<file path="src/rtl/bus_sequencer_if.sv">
// Handshake and bus-control bundle between the instruction source and the bus_sequencer.
// The master modport is the instruction source. The slave modport is the sequencer, which drives the mux selects and load enables.
interface bus_sequencer_if;
    logic        run;
    logic [15:0] din;
    logic        g_zero;
    logic        imediate_select;
    logic        r0_select;
    logic        r1_select;
    logic        r2_select;
    logic        r3_select;
    logic        r4_select;
    logic        r5_select;
    logic        r6_select;
    logic        r7_select;
    logic        r_select;
    logic [7:0]  r_in;
    logic        a_in;
    logic        g_in;
    logic        alu_sub;
    logic        busy;
    logic        done;

    modport master (
        output run, din, g_zero,
        input  imediate_select, r0_select, r1_select, r2_select, r3_select,
               r4_select, r5_select, r6_select, r7_select, r_select,
               r_in, a_in, g_in, alu_sub, busy, done
    );

    modport slave (
        input  run, din, g_zero,
        output imediate_select, r0_select, r1_select, r2_select, r3_select,
               r4_select, r5_select, r6_select, r7_select, r_select,
               r_in, a_in, g_in, alu_sub, busy, done
    );
endinterface

</file>
<file path="src/rtl/bus_sequencer.sv">
// Control sequencer for the 16-bit datapath. It runs one instruction per accepted run, over 1-3 execute cycles.
// Optional feature: define BUS_SEQ_MVNZ_EN to execute opcode 100 as mvnz (otherwise it is illegal).
module bus_sequencer (
    input  logic               clock,
    input  logic               reset,
    bus_sequencer_if.slave     bus
);

    typedef enum logic [1:0] {
        S_IDLE = 2'd0,
        S_T1   = 2'd1,
        S_T2   = 2'd2,
        S_T3   = 2'd3
    } state_t;

    typedef enum logic [2:0] {
        OP_MV   = 3'b000,
        OP_MVI  = 3'b001,
        OP_ADD  = 3'b010,
        OP_SUB  = 3'b011,
        OP_MVNZ = 3'b100
    } opcode_t;

    state_t      r_state;
    state_t      w_next;
    logic [15:0] r_ir;

    logic [2:0]  w_op;
    logic [2:0]  w_rx;
    logic [2:0]  w_ry;
    logic [7:0]  w_rx_hot;
    logic [7:0]  w_ry_hot;

    logic        w_imm_sel;
    logic [7:0]  w_reg_sel;
    logic        w_g_sel;
    logic [7:0]  w_r_in;
    logic        w_a_in;
    logic        w_g_in;
    logic        w_alu_sub;
    logic        w_done;
    logic        w_unused;

    assign w_op     = r_ir[15:13];
    assign w_rx     = r_ir[12:10];
    assign w_ry     = r_ir[9:7];
    assign w_rx_hot = 8'b1 << w_rx;
    assign w_ry_hot = 8'b1 << w_ry;

    // NOTE: sequential state uses non-blocking assignments, so every register updates from pre-edge values.
    // NOTE: the async reset clears both registers, so the outputs (pure decodes of them) drop at once.
    always_ff @(posedge clock or posedge reset) begin
        if (reset) begin
            r_state <= S_IDLE;
            r_ir    <= 16'h0000;
        end else begin
            r_state <= w_next;
            if (r_state == S_IDLE && bus.run) begin
                r_ir <= bus.din;
            end
        end
    end

    // NOTE: every signal gets a default before the case, so no path can infer a latch.
    always_comb begin
        w_next    = r_state;
        w_imm_sel = 1'b0;
        w_reg_sel = 8'h00;
        w_g_sel   = 1'b0;
        w_r_in    = 8'h00;
        w_a_in    = 1'b0;
        w_g_in    = 1'b0;
        w_alu_sub = 1'b0;
        w_done    = 1'b0;

        case (r_state)
            S_IDLE: begin
                if (bus.run) begin
                    w_next = S_T1;
                end
            end
            S_T1: begin
                w_next = S_IDLE;
                case (w_op)
                    OP_MV: begin
                        w_reg_sel = w_ry_hot;
                        w_r_in    = w_rx_hot;
                        w_done    = 1'b1;
                    end
                    OP_MVI: begin
                        w_imm_sel = 1'b1;
                        w_r_in    = w_rx_hot;
                        w_done    = 1'b1;
                    end
                    OP_ADD, OP_SUB: begin
                        w_reg_sel = w_rx_hot;
                        w_a_in    = 1'b1;
                        w_next    = S_T2;
                    end
`ifdef BUS_SEQ_MVNZ_EN
                    OP_MVNZ: begin
                        if (!bus.g_zero) begin
                            w_reg_sel = w_ry_hot;
                            w_r_in    = w_rx_hot;
                        end
                        w_done = 1'b1;
                    end
`endif
                    default: begin
                        w_done = 1'b1;
                    end
                endcase
            end
            S_T2: begin
                w_reg_sel = w_ry_hot;
                w_g_in    = 1'b1;
                w_alu_sub = w_op[0];
                w_next    = S_T3;
            end
            S_T3: begin
                w_g_sel = 1'b1;
                w_r_in  = w_rx_hot;
                w_done  = 1'b1;
                w_next  = S_IDLE;
            end
            default: begin
                w_next = S_IDLE;
            end
        endcase
    end

`ifdef BUS_SEQ_MVNZ_EN
    assign w_unused = ^r_ir[6:0];
`else
    assign w_unused = ^{r_ir[6:0], bus.g_zero};
`endif

    assign bus.imediate_select = w_imm_sel;
    assign bus.r0_select       = w_reg_sel[0];
    assign bus.r1_select       = w_reg_sel[1];
    assign bus.r2_select       = w_reg_sel[2];
    assign bus.r3_select       = w_reg_sel[3];
    assign bus.r4_select       = w_reg_sel[4];
    assign bus.r5_select       = w_reg_sel[5];
    assign bus.r6_select       = w_reg_sel[6];
    assign bus.r7_select       = w_reg_sel[7];
    assign bus.r_select        = w_g_sel;
    assign bus.r_in            = w_r_in;
    assign bus.a_in            = w_a_in;
    assign bus.g_in            = w_g_in;
    assign bus.alu_sub         = w_alu_sub;
    assign bus.busy            = (r_state != S_IDLE);
    assign bus.done            = w_done;

endmodule

</file>
<file path="src/flat_wrapper.sv">
// flat-port wrapper written by rule: the top's interface ports become plain ports
module bus_sequencer_flat 
  (clock, reset, bus_run, bus_din, bus_g_zero, bus_imediate_select, bus_r0_select, bus_r1_select, bus_r2_select, bus_r3_select, bus_r4_select, bus_r5_select, bus_r6_select, bus_r7_select, bus_r_select, bus_r_in, bus_a_in, bus_g_in, bus_alu_sub, bus_busy, bus_done);
  bus_sequencer_if bus_i ();
  input  logic clock;
  input  logic reset;
  input wire logic [$bits(bus_i.run)-1:0] bus_run;
  input wire logic [$bits(bus_i.din)-1:0] bus_din;
  input wire logic [$bits(bus_i.g_zero)-1:0] bus_g_zero;
  output wire logic [$bits(bus_i.imediate_select)-1:0] bus_imediate_select;
  output wire logic [$bits(bus_i.r0_select)-1:0] bus_r0_select;
  output wire logic [$bits(bus_i.r1_select)-1:0] bus_r1_select;
  output wire logic [$bits(bus_i.r2_select)-1:0] bus_r2_select;
  output wire logic [$bits(bus_i.r3_select)-1:0] bus_r3_select;
  output wire logic [$bits(bus_i.r4_select)-1:0] bus_r4_select;
  output wire logic [$bits(bus_i.r5_select)-1:0] bus_r5_select;
  output wire logic [$bits(bus_i.r6_select)-1:0] bus_r6_select;
  output wire logic [$bits(bus_i.r7_select)-1:0] bus_r7_select;
  output wire logic [$bits(bus_i.r_select)-1:0] bus_r_select;
  output wire logic [$bits(bus_i.r_in)-1:0] bus_r_in;
  output wire logic [$bits(bus_i.a_in)-1:0] bus_a_in;
  output wire logic [$bits(bus_i.g_in)-1:0] bus_g_in;
  output wire logic [$bits(bus_i.alu_sub)-1:0] bus_alu_sub;
  output wire logic [$bits(bus_i.busy)-1:0] bus_busy;
  output wire logic [$bits(bus_i.done)-1:0] bus_done;
  assign bus_i.run = bus_run;
  assign bus_i.din = bus_din;
  assign bus_i.g_zero = bus_g_zero;
  assign bus_imediate_select = bus_i.imediate_select;
  assign bus_r0_select = bus_i.r0_select;
  assign bus_r1_select = bus_i.r1_select;
  assign bus_r2_select = bus_i.r2_select;
  assign bus_r3_select = bus_i.r3_select;
  assign bus_r4_select = bus_i.r4_select;
  assign bus_r5_select = bus_i.r5_select;
  assign bus_r6_select = bus_i.r6_select;
  assign bus_r7_select = bus_i.r7_select;
  assign bus_r_select = bus_i.r_select;
  assign bus_r_in = bus_i.r_in;
  assign bus_a_in = bus_i.a_in;
  assign bus_g_in = bus_i.g_in;
  assign bus_alu_sub = bus_i.alu_sub;
  assign bus_busy = bus_i.busy;
  assign bus_done = bus_i.done;
  bus_sequencer u_core (.clock(clock), .reset(reset), .bus(bus_i));
endmodule
</file>
<file path="config.mk">
export PLATFORM = sky130hd
export DESIGN_NAME = bus_sequencer_flat
export DESIGN_NICKNAME = d
export VERILOG_FILES = /design/src/rtl/bus_sequencer_if.sv /design/src/rtl/bus_sequencer.sv /design/src/flat_wrapper.sv
export SDC_FILE = /design/constraint.sdc
export NUM_CORES = 1
export LEC_CHECK = 0
export CELL_PAD_IN_SITES_DETAIL_PLACEMENT = 0
export CELL_PAD_IN_SITES_GLOBAL_PLACEMENT = 1
export CORE_MARGIN = 3
export CORE_UTILIZATION = 24
export CTS_BUF_LIST = sky130_fd_sc_hd__clkbuf_8
export DETAILED_ROUTE_END_ITERATION = 8
export PLACE_DENSITY = 0.84
export SLEW_MARGIN = 20
export SYNTH_ARGS = -nofsm -noshare
export SYNTH_HDL_FRONTEND = slang
export SYNTH_SLANG_ARGS = --single-unit
</file>
<file path="constraint.sdc">
create_clock -name clock -period 1.45 [get_ports clock]
set_input_delay 0.29 -clock clock [delete_from_list [all_inputs] [get_ports clock]]
set_output_delay 0.29 -clock clock [all_outputs]
set_load 0.05 [all_outputs]
</file>
==> results.txt, run 1 <==
----------------------------------------------------
[Synthesis]
  Average cell area after synthesis ... 9.91 um2
  Top area cells in the synthesized netlist ... sky130_fd_sc_hd__dfrtp_1, sky130_fd_sc_hd__mux2_2, sky130_fd_sc_hd__ha_1
  Count of cell types in the netlist ... 24
  Primary flip-flop cell chosen by synthesis mapping ... sky130_fd_sc_hd__dfrtp_1
  Leading cell type by number of instances after synthesis ... sky130_fd_sc_hd__dfrtp_1
  List of most frequent post-synthesis cells ... sky130_fd_sc_hd__dfrtp_1, sky130_fd_sc_hd__mux2_2, sky130_fd_sc_hd__nor2_1
  Synth Cell Area ... about 720 um2
  Main combinational cell family by area after synthesis ... simple AND/OR/NAND/NOR gates
  XOR/XNOR share of the synthesized area ... 0%
  Area share of the largest cell type after synthesis ... a little under two fifths
  FF+latch count, synth ... 11
  Leading area contributor after synthesis ... sky130_fd_sc_hd__dfrtp_1
  Number of enable-type register cells in the synthesized netlist ... 0
  Register area share after synthesis ... 38.1%
  FFs w/ async S/R, synth ... between 90% and 100%
  Fraction of synthesized area in multiplexers ... between 15 and 20%
  Synthesized instance count ... 73
  Mapped Nets ... between 90 and 100
  Number of warnings printed during yosys synthesis ... 0
  Share of synthesized cell area in and, or, nand and nor gates ... between 20% and 30%
  Area fraction in compound gates after synthesis ... 13.1%
  Synth Area in Adders ... a little under 9%

[Worst hold path]
  Worst hold-check path type ... input pin to asynchronous set/reset pin

[Timing]
  RSZ-0062 raised after global routing ... true
  Max transition margin ... 69.5%
  Post-layout min period ... roughly 2.1 ns
  Worst slack on hold paths ... about 0.34 ns
  Post-Route Setup TNS ... -11.71 ns
  Achievable Freq ... ~470 MHz
  Slew at the pin closest to its max-slew limit ... 0.458 ns
  Final clock period utilization by the worst path ... 148%
  Post-route setup slack ... -0.691 ns
  Number of endpoints with negative hold slack in the final report ... 0
  Post-route clock skew ... just under 0.004 ns
  Finish-stage setup viols ... 23
  Number of pins exceeding their max-slew limit in the final report ... 0

[Die]
  Boundary Pins ... 43
  Starting Density ... between 20% and 30%
  CORE AREA ... 2810 um2
  Number of standard-cell rows in the floorplan ... 19
  Horizontal die dimension ... ~61 um
  Die area ... roughly 3700 um2
  Chip Height ... roughly 60 um

[Power]
  Total leakage power ... 0.695 nW
  Maximum vdd ir drop ... roughly 1.1 mV
  Combinational cell fraction of total power ... around three quarters
  Sw frac ... ~47%
  Pwr/cell area ... 2210 nW/um2
  Internal Power ... approximately 2.1 mW
  Total power after layout ... between 3 and 4 mW
  Part of the power in the clock network ... 7.5%
  Sw Pwr ... 1.85 mW
  Reg power frac ... 16.9%

[Worst setup path]
  Top cell family by delay on the critical path ... buffers and inverters
  Total buffers and inverters traversed by the critical path ... 3
  Worst Path Required ... between 1 and 1.5 ns
  Endpoint class of the critical path ... output pin
  Arrival time at the worst endpoint ... approximately 1.9 ns
  Sequence of cells on the critical path ... inv_2 > ha_4 > nor4b_4 > o211ai_1 > buf_4 > o22ai_4 > buf_6
  CP max-delay cell ... sky130_fd_sc_hd__dfrtp_1
  Biggest fanout along the worst timing path ... 3
  Element type at the critical path start ... flop
  Worst stage delay on the critical path ... between 0.3 and 0.4 ns
  Category of the most critical setup path ... flop to output pin

[Global route]
  Wire length of the first global-routing pass ... 3960 um
  Number of antenna violations at the first check in global routing ... 0
  Number of global-route vias before repair ... around 870
  Tot GR Track Use ... roughly 14%
  Pin count of the biggest net entering global routing ... 12
  Overflow left after global routing ... 0

[Detailed routing]
  Count of vias placed by the detailed router ... 808
  Total wirelength of the detailed-routed design ... 2340 um
  Number of nets with antenna violations after routing ... 0
  Detail-routed net length per standard cell ... around 14 um
  Total iterations of the first detailed-routing run ... 2
  Post-detailed-route via-to-cell ratio ... about 5
  Remaining routing DRC violations ... 0
  Iter 0 DRT Violations ... 10

[Final layout]
  Design area ... approximately 1800 um2
  Post-layout net count ... roughly 160
  Fraction of final layout cells sized beyond drive strength 1 ... between 60% and 70%
  Non-filler instance count after layout ... around 160
  Core utilization of the finished layout ... 63.9%
  Signed area change from the synthesized netlist to the final layout ... 148%
  Count of inserted antenna diode cells ... 0

[Clock network]
  Clock-pin slew on the worst setup and hold paths ... about 0.050 ns
  # hold bufs at CTS ... 0
  Clock tree from TritonCTS ... yes
  Max Buffers Root-to-Sink ... 2
  Maximum level of the CTS H-tree ... 1
  Clk_lat worst skew ... around 0.24 ns
  Root Buffer ... sky130_fd_sc_hd__clkbuf_8
  Clock sink total ... 11
  Number of buffers created by CTS ... 3

[Placed design]
  Placed instance count ... 155
  Worst slack, placed ... -0.452 ns
  Placed wire-length estimate ... between 1500 and 2000 um
  Count of port buffers added during placement ... 34
  Placer's final routability congestion estimate ... 0.727
  Placed inst area ... between 1500 and 2000 um2

[Outcome]
  Result of the run ... finished, violations left
  Failing checks ... setup timing

[Flow run]
  # Max-Cap Violations ... 0

----------------------------------------------------
==> layout make-up <==
type                            count  area (um2)
Clock buffer                        3        41.3
Clock inverter                      1        3.75
Fill cell                         213        1010
Inverter                            5        18.8
Multi-Input combinational cell     57         707
Sequential cell                    11         277
Tap cell                           31        38.8
Timing Repair Buffer               56         706
==> power groups by stage <==
stage / combinational [mW] / sequential (mW) / clock, mW
floorplan: 1.48 / 0.670 / 0
global placement: 2.49 / 0.660 / 0
detailed placement: 2.54 / 0.671 / 0
CTS: 2.86 / 0.664 / 0.308
global route: 3.15 / 0.702 / 0.324
finish: 2.99 / 0.670 / 0.295
==> per-layer routing <==
metal  global-route usage [%]  vias up  share of wire (%)
li1                         -      381                  -
met1                     16.3      392                 40
met2                     25.6       28                 52
met3                     2.98        7                5.7
met4                     7.43        0                2.5
met5                        0        -                  0
==> flip-flops by register name (all words and copies together) (netlist names), named ones only <==
register / cells
u_core.r_state: 1
u_core.r_ir: 9
==> cells in the final DEF (no fill, tap or decap), types with 2 or more instances in the layout <==
master	count
sky130_fd_sc_hd__buf_8	3
sky130_fd_sc_hd__inv_2	3
sky130_fd_sc_hd__inv_1	3
sky130_fd_sc_hd__nand2b_1	4
sky130_fd_sc_hd__o211ai_1	2
sky130_fd_sc_hd__o22ai_4	5
sky130_fd_sc_hd__and2_4	2
sky130_fd_sc_hd__ha_4	4
sky130_fd_sc_hd__clkbuf_8	3
sky130_fd_sc_hd__buf_12	17
sky130_fd_sc_hd__clkdlybuf4s50_1	11
sky130_fd_sc_hd__buf_6	6
sky130_fd_sc_hd__buf_4	19
sky130_fd_sc_hd__nand2_1	2
sky130_fd_sc_hd__o32ai_4	2
sky130_fd_sc_hd__mux2_2	9
sky130_fd_sc_hd__dfrtp_1	10
sky130_fd_sc_hd__nor2_4	8
==> cells by family after synthesis <==
kind of cell,after synthesis
AOI/OAI and AO/OA,14
adders and majority gates,5
buffers and inverters,5
DFF,11
muxes,10
and+or+nand+nor,28
==> path summary, 6_finish.rpt <==
| kind | slack (ns) | cells after the start | start | end |
|---|---|---|---|---|
| max | -0.69 | 7 | flop | bus_r7_select |
| min | 0.34 | 2 | reset | u_core.r_ir[15] |
| max reg2reg | 0.05 | 6 | flop | flop |
| min reg2reg | 0.55 | 1 | u_core.r_ir[12] | u_core.r_ir[12] |
| max in group asynchronous | 0.80 | 2 | reset | u_core.r_state[0] |
| min in group clock | 0.55 | 1 | u_core.r_ir[12] | u_core.r_ir[12] |
==> worst register-to-register path, cell delays in order (launching register included) <==
cell and delay, ns:
sky130_fd_sc_hd__dfrtp_1 0.36, sky130_fd_sc_hd__inv_2 0.06, sky130_fd_sc_hd__buf_4 0.14, sky130_fd_sc_hd__ha_4 0.17
sky130_fd_sc_hd__nor2b_4 0.13, sky130_fd_sc_hd__nor2_2 0.12, sky130_fd_sc_hd__mux2_4 0.30
==> what timing repair did <==
action | 4_1_cts | 5_1_grt
setup buffers | 5 | 0
gates cloned | 0 | 0
pin swaps | 8 | 8
resized for setup | 19 | 14
setup endpoints to repair | 24 | 33
hold endpoints to repair | 0 | 0
Note: power is estimated with default switching activity, not from simulation.
==> inputs of run 2 (changes only) <==
- CORE_MARGIN: 3 -> 1.5
==> results.txt, run 2 (synthesized netlist as in run 1, its figures left out) <==
----------------------------------------------------
[Outcome]
  Result of the run ... finished, violations left
  Failing checks ... setup timing

[Timing]
  Number of pins exceeding their max-slew limit in the final report ... 0 (unchanged)
  Number of endpoints with negative hold slack in the final report ... 0 (unchanged)
  Finish-stage setup viols ... 24 (+4.3%)
  Final clock period utilization by the worst path ... 151% (+2.9 points)
  RSZ-0062 raised after global routing ... true
  Post-route clock skew ... 0.000891 ns (-0.00302 ns)
  Post-route setup slack ... -0.734 ns (-0.0426 ns)
  Post-layout min period ... 2.18 ns (+0.0426 ns)
  Achievable Freq ... 458 MHz (-2.0%)
  Slew at the pin closest to its max-slew limit ... 0.549 ns (+0.0915 ns)
  Max transition margin ... 63.2% (-6.3 points)

[Power]
  Maximum vdd ir drop ... 1.19 mV (+10%)
  Total power after layout ... 4.19 mW (+6.0%)
  Total leakage power ... 0.741 nW (+6.6%)
  Pwr/cell area ... 2240 nW/um2 (+1.7%)

[Detailed routing]
  Total iterations of the first detailed-routing run ... 6 (+4)
  Post-detailed-route via-to-cell ratio ... 4.98 (+1.0%)
  Total wirelength of the detailed-routed design ... 2670 um (+14%)
  Number of nets with antenna violations after routing ... 0 (unchanged)
  Count of vias placed by the detailed router ... 836 (+3.5%)
  Remaining routing DRC violations ... 0 (unchanged)
  Iter 0 DRT Violations ... 10 (unchanged)
  Detail-routed net length per standard cell ... 15.9 um (+11%)

[Flow run]
  # Max-Cap Violations ... 0 (unchanged)

[Clock network]
  Clock-pin slew on the worst setup and hold paths ... 0.05 ns (about the same)
  Maximum level of the CTS H-tree ... 1 (unchanged)
  Clk_lat worst skew ... 0.24 ns (about the same)
  Max Buffers Root-to-Sink ... 2 (unchanged)
  Root Buffer ... sky130_fd_sc_hd__clkbuf_8
  Clock sink total ... 11 (unchanged)
  Clock tree from TritonCTS ... yes
  Number of buffers created by CTS ... 3 (unchanged)

[Final layout]
  Count of inserted antenna diode cells ... 0 (unchanged)
  Non-filler instance count after layout ... 168 (+2.4%)
  Leading cell types in the layout, fill and taps excluded ... sky130_fd_sc_hd__buf_12, sky130_fd_sc_hd__buf_4, sky130_fd_sc_hd__buf_6
  Max FFs per register ... 9 (unchanged)
  Layout fillers ... 211 (-0.94%)
  Signed area change from the synthesized netlist to the final layout ... 158%
  Commonest non-fill, non-tap cell in the layout ... sky130_fd_sc_hd__buf_12
  Top register by number of flip-flops ... u_core.r_ir
  Top flop regs ... u_core.r_ir (9), u_core.r_state (1)
  Post-layout net count ... 163 (+2.5%)
  Fraction of final layout cells sized beyond drive strength 1 ... 70.8% (+0.88 points)

[Placed design]
  Placed instance count ... 154 (-0.65%)
  Placed wire-length estimate ... 1730 um (-8.2%)
  Worst slack, placed ... -0.474 ns (-0.0224 ns)
  Count of port buffers added during placement ... 34 (unchanged)
  Placer's final routability congestion estimate ... 0.806 (+11%)

[Die]
  Horizontal die dimension ... 57.9 um (-4.9%)
  Number of standard-cell rows in the floorplan ... 19 (unchanged)
  CORE AREA ... 2810 um2 (unchanged)
  Die area ... 3350 um2 (-9.6%)
  Chip Height ... 57.9 um (-4.9%)
  Starting Density ... 25.8% (unchanged)
  Boundary Pins ... 43 (unchanged)

[Global route]
  Overflow left after global routing ... 0 (unchanged)
  Number of antenna violations at the first check in global routing ... 0 (unchanged)
  Tot GR Track Use ... 15.6% (+1.1 points)
  Number of global-route vias before repair ... 830 (-4.3%)
  Wire length of the first global-routing pass ... 3950 um (-0.35%)
  Pin count of the biggest net entering global routing ... 12 (unchanged)

[Worst setup path]
  Endpoint class of the critical path ... output pin
  Arrival time at the worst endpoint ... 1.89 ns (+0.04 ns)
  Element type at the critical path start ... flop
  Category of the most critical setup path ... flop to output pin
  Worst Path Required ... 1.16 ns (about the same)
  Biggest fanout along the worst timing path ... 4 (+1)

[Worst hold path]
  Worst hold-check path type ... input pin to asynchronous set/reset pin

----------------------------------------------------
-- run 2: cell types whose count changed in the layout (fill, tap and decap cells not counted), sizes merged --
cell	change
buf	+3
clkbuf	+1
-- run 2: critical path, stage by stage (launching register included) --
cell,delay (ns)
sky130_fd_sc_hd__dfrtp_1,0.38
sky130_fd_sc_hd__inv_2,0.08
sky130_fd_sc_hd__ha_4,0.16
sky130_fd_sc_hd__nor4b_4,0.13
sky130_fd_sc_hd__o211ai_1,0.47
sky130_fd_sc_hd__buf_4,0.22
sky130_fd_sc_hd__o22ai_4,0.06
sky130_fd_sc_hd__buf_12,0.16
-- run 2: final timing paths --
path | endpoint | slack [ns] | depth (start not counted)
setup / recovery | bus_r5_select | -0.73 | 7
hold / removal | u_core.r_ir[14] | 0.34 | 2
setup reg to reg | flop | -0.02 | 6
hold reg to reg | u_core.r_ir[7] | 0.57 | 1
max in group asynchronous | u_core.r_ir[8] | 0.82 | 2
min in group clock | u_core.r_ir[7] | 0.57 | 1
-- run 2: per-layer routing --
metal  global-route usage, %  vias up  share of wire (%)
met2                    29.9       29                 57
li1                        -      392                  -
met3                    1.56        5                4.1
met5                       0        -                  0
met4                    6.98        0                1.7
met1                    17.1      410                 37
-- run 2: area by class of cell --
class                           count  area (um2)  share of cell area [%]
Clock inverter                      1        3.75                   0.201
Timing Repair Buffer               60         768                    41.1
Sequential cell                    11         275                    14.7
Multi-Input combinational cell     57         722                    38.6
Tap cell                           31        38.8                    2.08
Inverter                            5        18.8                    1.00
Clock buffer                        3        41.3                    2.21
-- run 2: where the power goes --
group / internal, mW / leakage, nW / switching [mW]
clock network: 0.185 / 0.0269 / 0.110
registers: 0.465 / 0.131 / 0.241
logic: 1.59 / 0.583 / 1.60
-- run 2: per-stage QoR --
step / utilization [%] / area, um2 / hold WS, ns / setup TNS [ns]
after floorplan: - / 898 / 0.142 / -8.36
after global placement: 55.4 / 1550 / 0.525 / -5.80
after detailed placement: 55.4 / 1550 / 0.532 / -6.55
after CTS: 63.6 / 1780 / 0.344 / -12.17
after global routing: 66.6 / 1870 / 0.379 / -13.46
final: 66.6 / 1870 / 0.342 / -12.07
-- run 2: timing repair --
item	CTS	global route
gates resized for setup	26	16
cloned	0	1
buffers inserted	9	4
setup endpoints to repair	30	33
hold buffers	0	0
pin swaps	14	9
==> inputs of run 3 (changes only) <==
- CORE_UTILIZATION: 24 -> 41
- DONT_BUFFER_PORTS: default -> 1
- PLACE_DENSITY: 0.84 -> default
- PLACE_DENSITY_LB_ADDON: default -> 0.1
==> results.txt, run 3 <==
----------------------------------------------------
[Synthesis]
  Average cell area after synthesis ... 9.91 um2 (unchanged)
  Number of warnings printed during yosys synthesis ... 0 (unchanged)
  Mapped Nets ... 98 (unchanged)
  FFs w/ async S/R, synth ... 100% (unchanged)
  Number of enable-type register cells in the synthesized netlist ... 0 (unchanged)
  List of most frequent post-synthesis cells ... sky130_fd_sc_hd__dfrtp_1, sky130_fd_sc_hd__mux2_2, sky130_fd_sc_hd__nor2_1
  Area share of the largest cell type after synthesis ... 38.1% (unchanged)
  Leading cell type by number of instances after synthesis ... sky130_fd_sc_hd__dfrtp_1
  Register area share after synthesis ... 38.1% (unchanged)
  Top area cells in the synthesized netlist ... sky130_fd_sc_hd__dfrtp_1, sky130_fd_sc_hd__mux2_2, sky130_fd_sc_hd__ha_1
  Primary flip-flop cell chosen by synthesis mapping ... sky130_fd_sc_hd__dfrtp_1
  Synthesized instance count ... 73 (unchanged)
  Leading area contributor after synthesis ... sky130_fd_sc_hd__dfrtp_1
  FF+latch count, synth ... 11 (unchanged)
  Synth Cell Area ... 723 um2 (unchanged)
  Count of cell types in the netlist ... 24 (unchanged)

[Placed design]
  Placed inst area ... 1410 um2 (-8.9%)
  Placer's final routability congestion estimate ... 0.843 (+4.6%)
  Placed wire-length estimate ... 1930 um (+11%)
  Count of port buffers added during placement ... 0 (-100%)

[Clock network]
  Quantity of gates resized following cts ... 15 (-42%)
  Root Buffer ... sky130_fd_sc_hd__clkbuf_8
  # hold bufs at CTS ... 1 (+1)
  Maximum level of the CTS H-tree ... 1 (unchanged)
  Number of buffers created by CTS ... 3 (unchanged)
  Clock sink total ... 11 (unchanged)
  Max Buffers Root-to-Sink ... 2 (unchanged)
  Post-CTS Setup Bufs ... 3 (-6)

[Outcome]
  Error that halted the flow ... [ERROR DPL-0033] detailed placement checks failed during check placement.
  Result of the run ... aborted with a tool error
  Failed at ... clock tree synthesis

[Die]
  Starting Density ... 45.9% (+20 points)
  Chip Height ... 45 um (-22%)
  Number of standard-cell rows in the floorplan ... 14 (-5)
  Boundary Pins ... 43 (unchanged)
  Horizontal die dimension ... 45 um (-22%)

----------------------------------------------------
[run 3: cell counts after synthesis]
Identical to the previous run, type by type.
[run 3: kinds of logic after synthesis]
family                     after synthesis  synth area share [%]
and+or+nand+nor                         28                  22.0
AOI/OAI and AO/OA                       14                  13.1
DFF                                     11                  38.1
muxes                                   10                  15.6
buffers and inverters                    5                  2.60
adders and majority gates                5                  8.65
[run 3: through the flow]
stage	setup WS, ns	util, %	instances
after global placement	-0.379	89.7	125
after floorplan	-0.549	-	73
after detailed placement	-0.471	89.7	125
==> inputs of run 4 (changes only) <==
- CELL_PAD_IN_SITES_DETAIL_PLACEMENT: 0 -> default
- CELL_PAD_IN_SITES_GLOBAL_PLACEMENT: 1 -> default
- CORE_AREA: default -> 2 2 63 65
- CORE_MARGIN: 1.5 -> default
- CORE_UTILIZATION: 41 -> default
- CTS_BUF_LIST: sky130_fd_sc_hd__clkbuf_8 -> default
- DIE_AREA: default -> 0 0 65 67
- PLACE_DENSITY_LB_ADDON: 0.1 -> 0.15
- clock period: 1.45 -> 1.9 ns (I/O delays scaled with it)
==> results.txt, run 4 (synthesized netlist as in run 1, its figures left out) <==
----------------------------------------------------
[Power]
  Total power after layout ... 2.62 mW
  Sw frac ... around 48%
  Combinational cell fraction of total power ... between 70 and 80%
  Reg power frac ... between 20% and 30%
  Part of the power in the clock network ... 8.6%
  Sw Pwr ... about 1.3 mW
  Total leakage power ... 0.582 nW
  Pwr/cell area ... between 1500 and 2000 nW/um2
  Internal Power ... approximately 1.4 mW
  Maximum vdd ir drop ... between 0.4 and 0.5 mV

[Detailed routing]
  Count of vias placed by the detailed router ... 703
  Detail-routed net length per standard cell ... approximately 13 um
  Remaining routing DRC violations ... 0
  Post-detailed-route via-to-cell ratio ... between 4 and 5
  Number of nets with antenna violations after routing ... 0
  Total wirelength of the detailed-routed design ... between 2000 and 2500 um
  Total iterations of the first detailed-routing run ... 4
  Iter 0 DRT Violations ... 17

[Worst setup path]
  Worst Path Required ... 1.52 ns
  CP max-delay cell ... sky130_fd_sc_hd__dfrtp_2
  Sequence of cells on the critical path ... ha_4 > nor4b_4 > o211ai_1 > buf_4 > o22ai_4 > buf_12
  Arrival time at the worst endpoint ... 1.84 ns
  Worst stage delay on the critical path ... approximately 0.44 ns
  Element type at the critical path start ... flop
  Endpoint class of the critical path ... output pin
  Biggest fanout along the worst timing path ... 4
  Total buffers and inverters traversed by the critical path ... 2
  Category of the most critical setup path ... flop to output pin
  Top cell family by delay on the critical path ... compound AO/OA/AOI/OAI gates

[Clock network]
  Max Buffers Root-to-Sink ... 2 (unchanged)
  Root Buffer ... sky130_fd_sc_hd__clkbuf_8
  Clock-pin slew on the worst setup and hold paths ... approximately 0.05 ns
  Clock tree from TritonCTS ... yes
  Clock sink total ... 11 (unchanged)
  Number of buffers created by CTS ... 3 (unchanged)
  Maximum level of the CTS H-tree ... 1 (unchanged)
  Clk_lat worst skew ... approximately 0.23 ns
  # hold bufs at CTS ... 0 (-1)

[Global route]
  Tot GR Track Use ... between 10% and 20%
  Number of antenna violations at the first check in global routing ... 0
  Overflow left after global routing ... 0
  Wire length of the first global-routing pass ... approximately 3400 um
  Pin count of the biggest net entering global routing ... 12
  Number of global-route vias before repair ... approximately 740

[Final layout]
  Leading cell types in the layout, fill and taps excluded ... sky130_fd_sc_hd__buf_12, sky130_fd_sc_hd__buf_4, sky130_fd_sc_hd__mux2_2, sky130_fd_sc_hd__dfrtp_1, sky130_fd_sc_hd__buf_6
  Max FFs per register ... 9
  Top register by number of flip-flops ... u_core.r_ir
  Top flop regs ... u_core.r_ir (9), u_core.r_state (1)
  Post-layout net count ... 140
  Commonest non-fill, non-tap cell in the layout ... sky130_fd_sc_hd__buf_12
  Fraction of final layout cells sized beyond drive strength 1 ... around two thirds
  Design area ... between 1500 and 2000 um2
  Signed area change from the synthesized netlist to the final layout ... 113%
  Core utilization of the finished layout ... roughly 43%
  Count of inserted antenna diode cells ... 0

[Timing]
  Number of pins exceeding their max-slew limit in the final report ... 0
  Post-route clock skew ... around 0.006 ns
  Final clock period utilization by the worst path ... 117%
  Slew at the pin closest to its max-slew limit ... roughly 0.46 ns
  RSZ-0062 raised after global routing ... true
  Number of endpoints with negative hold slack in the final report ... 0
  Post-Route Setup TNS ... -3.10 ns
  Post-route setup slack ... -0.319 ns
  Max transition margin ... between 60 and 70%
  Achievable Freq ... 451 MHz
  Post-layout min period ... between 2 and 2.5 ns
  Finish-stage setup viols ... 18

[Die]
  Chip Height ... 67 um (+49%)
  Boundary Pins ... 43 (unchanged)
  Starting Density ... 20.1% (-26 points)
  Die area ... 4360 um2
  CORE AREA ... 3610 um2
  Number of standard-cell rows in the floorplan ... 22 (+8)
  Horizontal die dimension ... 65 um (+44%)

[Outcome]
  Result of the run ... finished, violations left
  Failing checks ... setup timing

[Placed design]
  Count of port buffers added during placement ... 0 (unchanged)
  Placed inst area ... 1400 um2 (-1.2%)
  Placed wire-length estimate ... 1830 um (-5.4%)
  Worst slack, placed ... -0.192 ns (+0.279 ns)
  Placer's final routability congestion estimate ... 0.698 (-17%)

[Flow run]
  # Max-Cap Violations ... 0

[Worst hold path]
  Worst hold-check path type ... input pin to asynchronous set/reset pin

----------------------------------------------------
## run 4: worst paths after layout
path / from / to / slack, ns / depth (start not counted)
max in group asynchronous: reset / u_core.r_state[0] / 1.58 / 1
min: reset / u_core.r_ir[7] / 0.02 / 1
min reg2reg: u_core.r_ir[7] / u_core.r_ir[7] / 0.56 / 1
max: u_core.r_state[0] / bus_r3_select / -0.32 / 6
max reg2reg: u_core.r_state[0] / flop / 0.39 / 4
min in group clock: bus_din[7] / u_core.r_ir[7] / 0.29 / 1
## run 4: final cells by class
class / instances / area [um2]
Inverter: 5 / 18.8
Timing Repair Buffer: 37 / 500
Clock inverter: 1 / 5.00
Multi-Input combinational cell: 57 / 642
Tap cell: 48 / 60.1
Sequential cell: 11 / 277
Clock buffer: 3 / 41.3
Fill cell: 346 / 2060
## run 4: worst register-to-register path, delay by kind of cell, from the launching register on
family                     cells  cell delay [ns]
adders and majority gates      1             0.18
DFF                            1             0.44
muxes                          1             0.30
and+or+nand+nor                2             0.46
## run 4: power by group through the flow
| stage | registers, mW | logic, mW | clock network, mW |
|---|---|---|---|
| finish | 0.531 | 1.86 | 0.226 |
| global route | 0.557 | 1.99 | 0.244 |
| CTS | 0.532 | 1.87 | 0.235 |
| detailed placement | 0.534 | 1.73 | 0 |
| global placement | 0.525 | 1.71 | 0 |
| floorplan | 0.507 | 1.12 | 0 |
## run 4: timing repair
item	in CTS	in global routing
setup endpoints to repair	18	19
gates resized for setup	11	2
buffers inserted	5	1
pin swaps	7	1
## run 4: routing by layer
metal | vias to the layer above | wire (um) | GRT usage, %
met3 | 2 | 167 | 3.21
li1 | 346 | - | -
met4 | 0 | 13 | 3.99
met1 | 329 | 809 | 11.4
met2 | 26 | 1060 | 18.3
met5 | - | 0 | 0
## run 4: through the flow
| step | instances | hold WS (ns) |
|---|---|---|
| 2_1_floorplan | 73 | 0.232 |
| 3_3_place_gp | 154 | 0.275 |
| 3_5_place_dp | 154 | 0.282 |
| 4_1_cts | 162 | 0.0280 |
| 5_1_grt | 162 | 0.0454 |
| 6_report | 162 | 0.0158 |
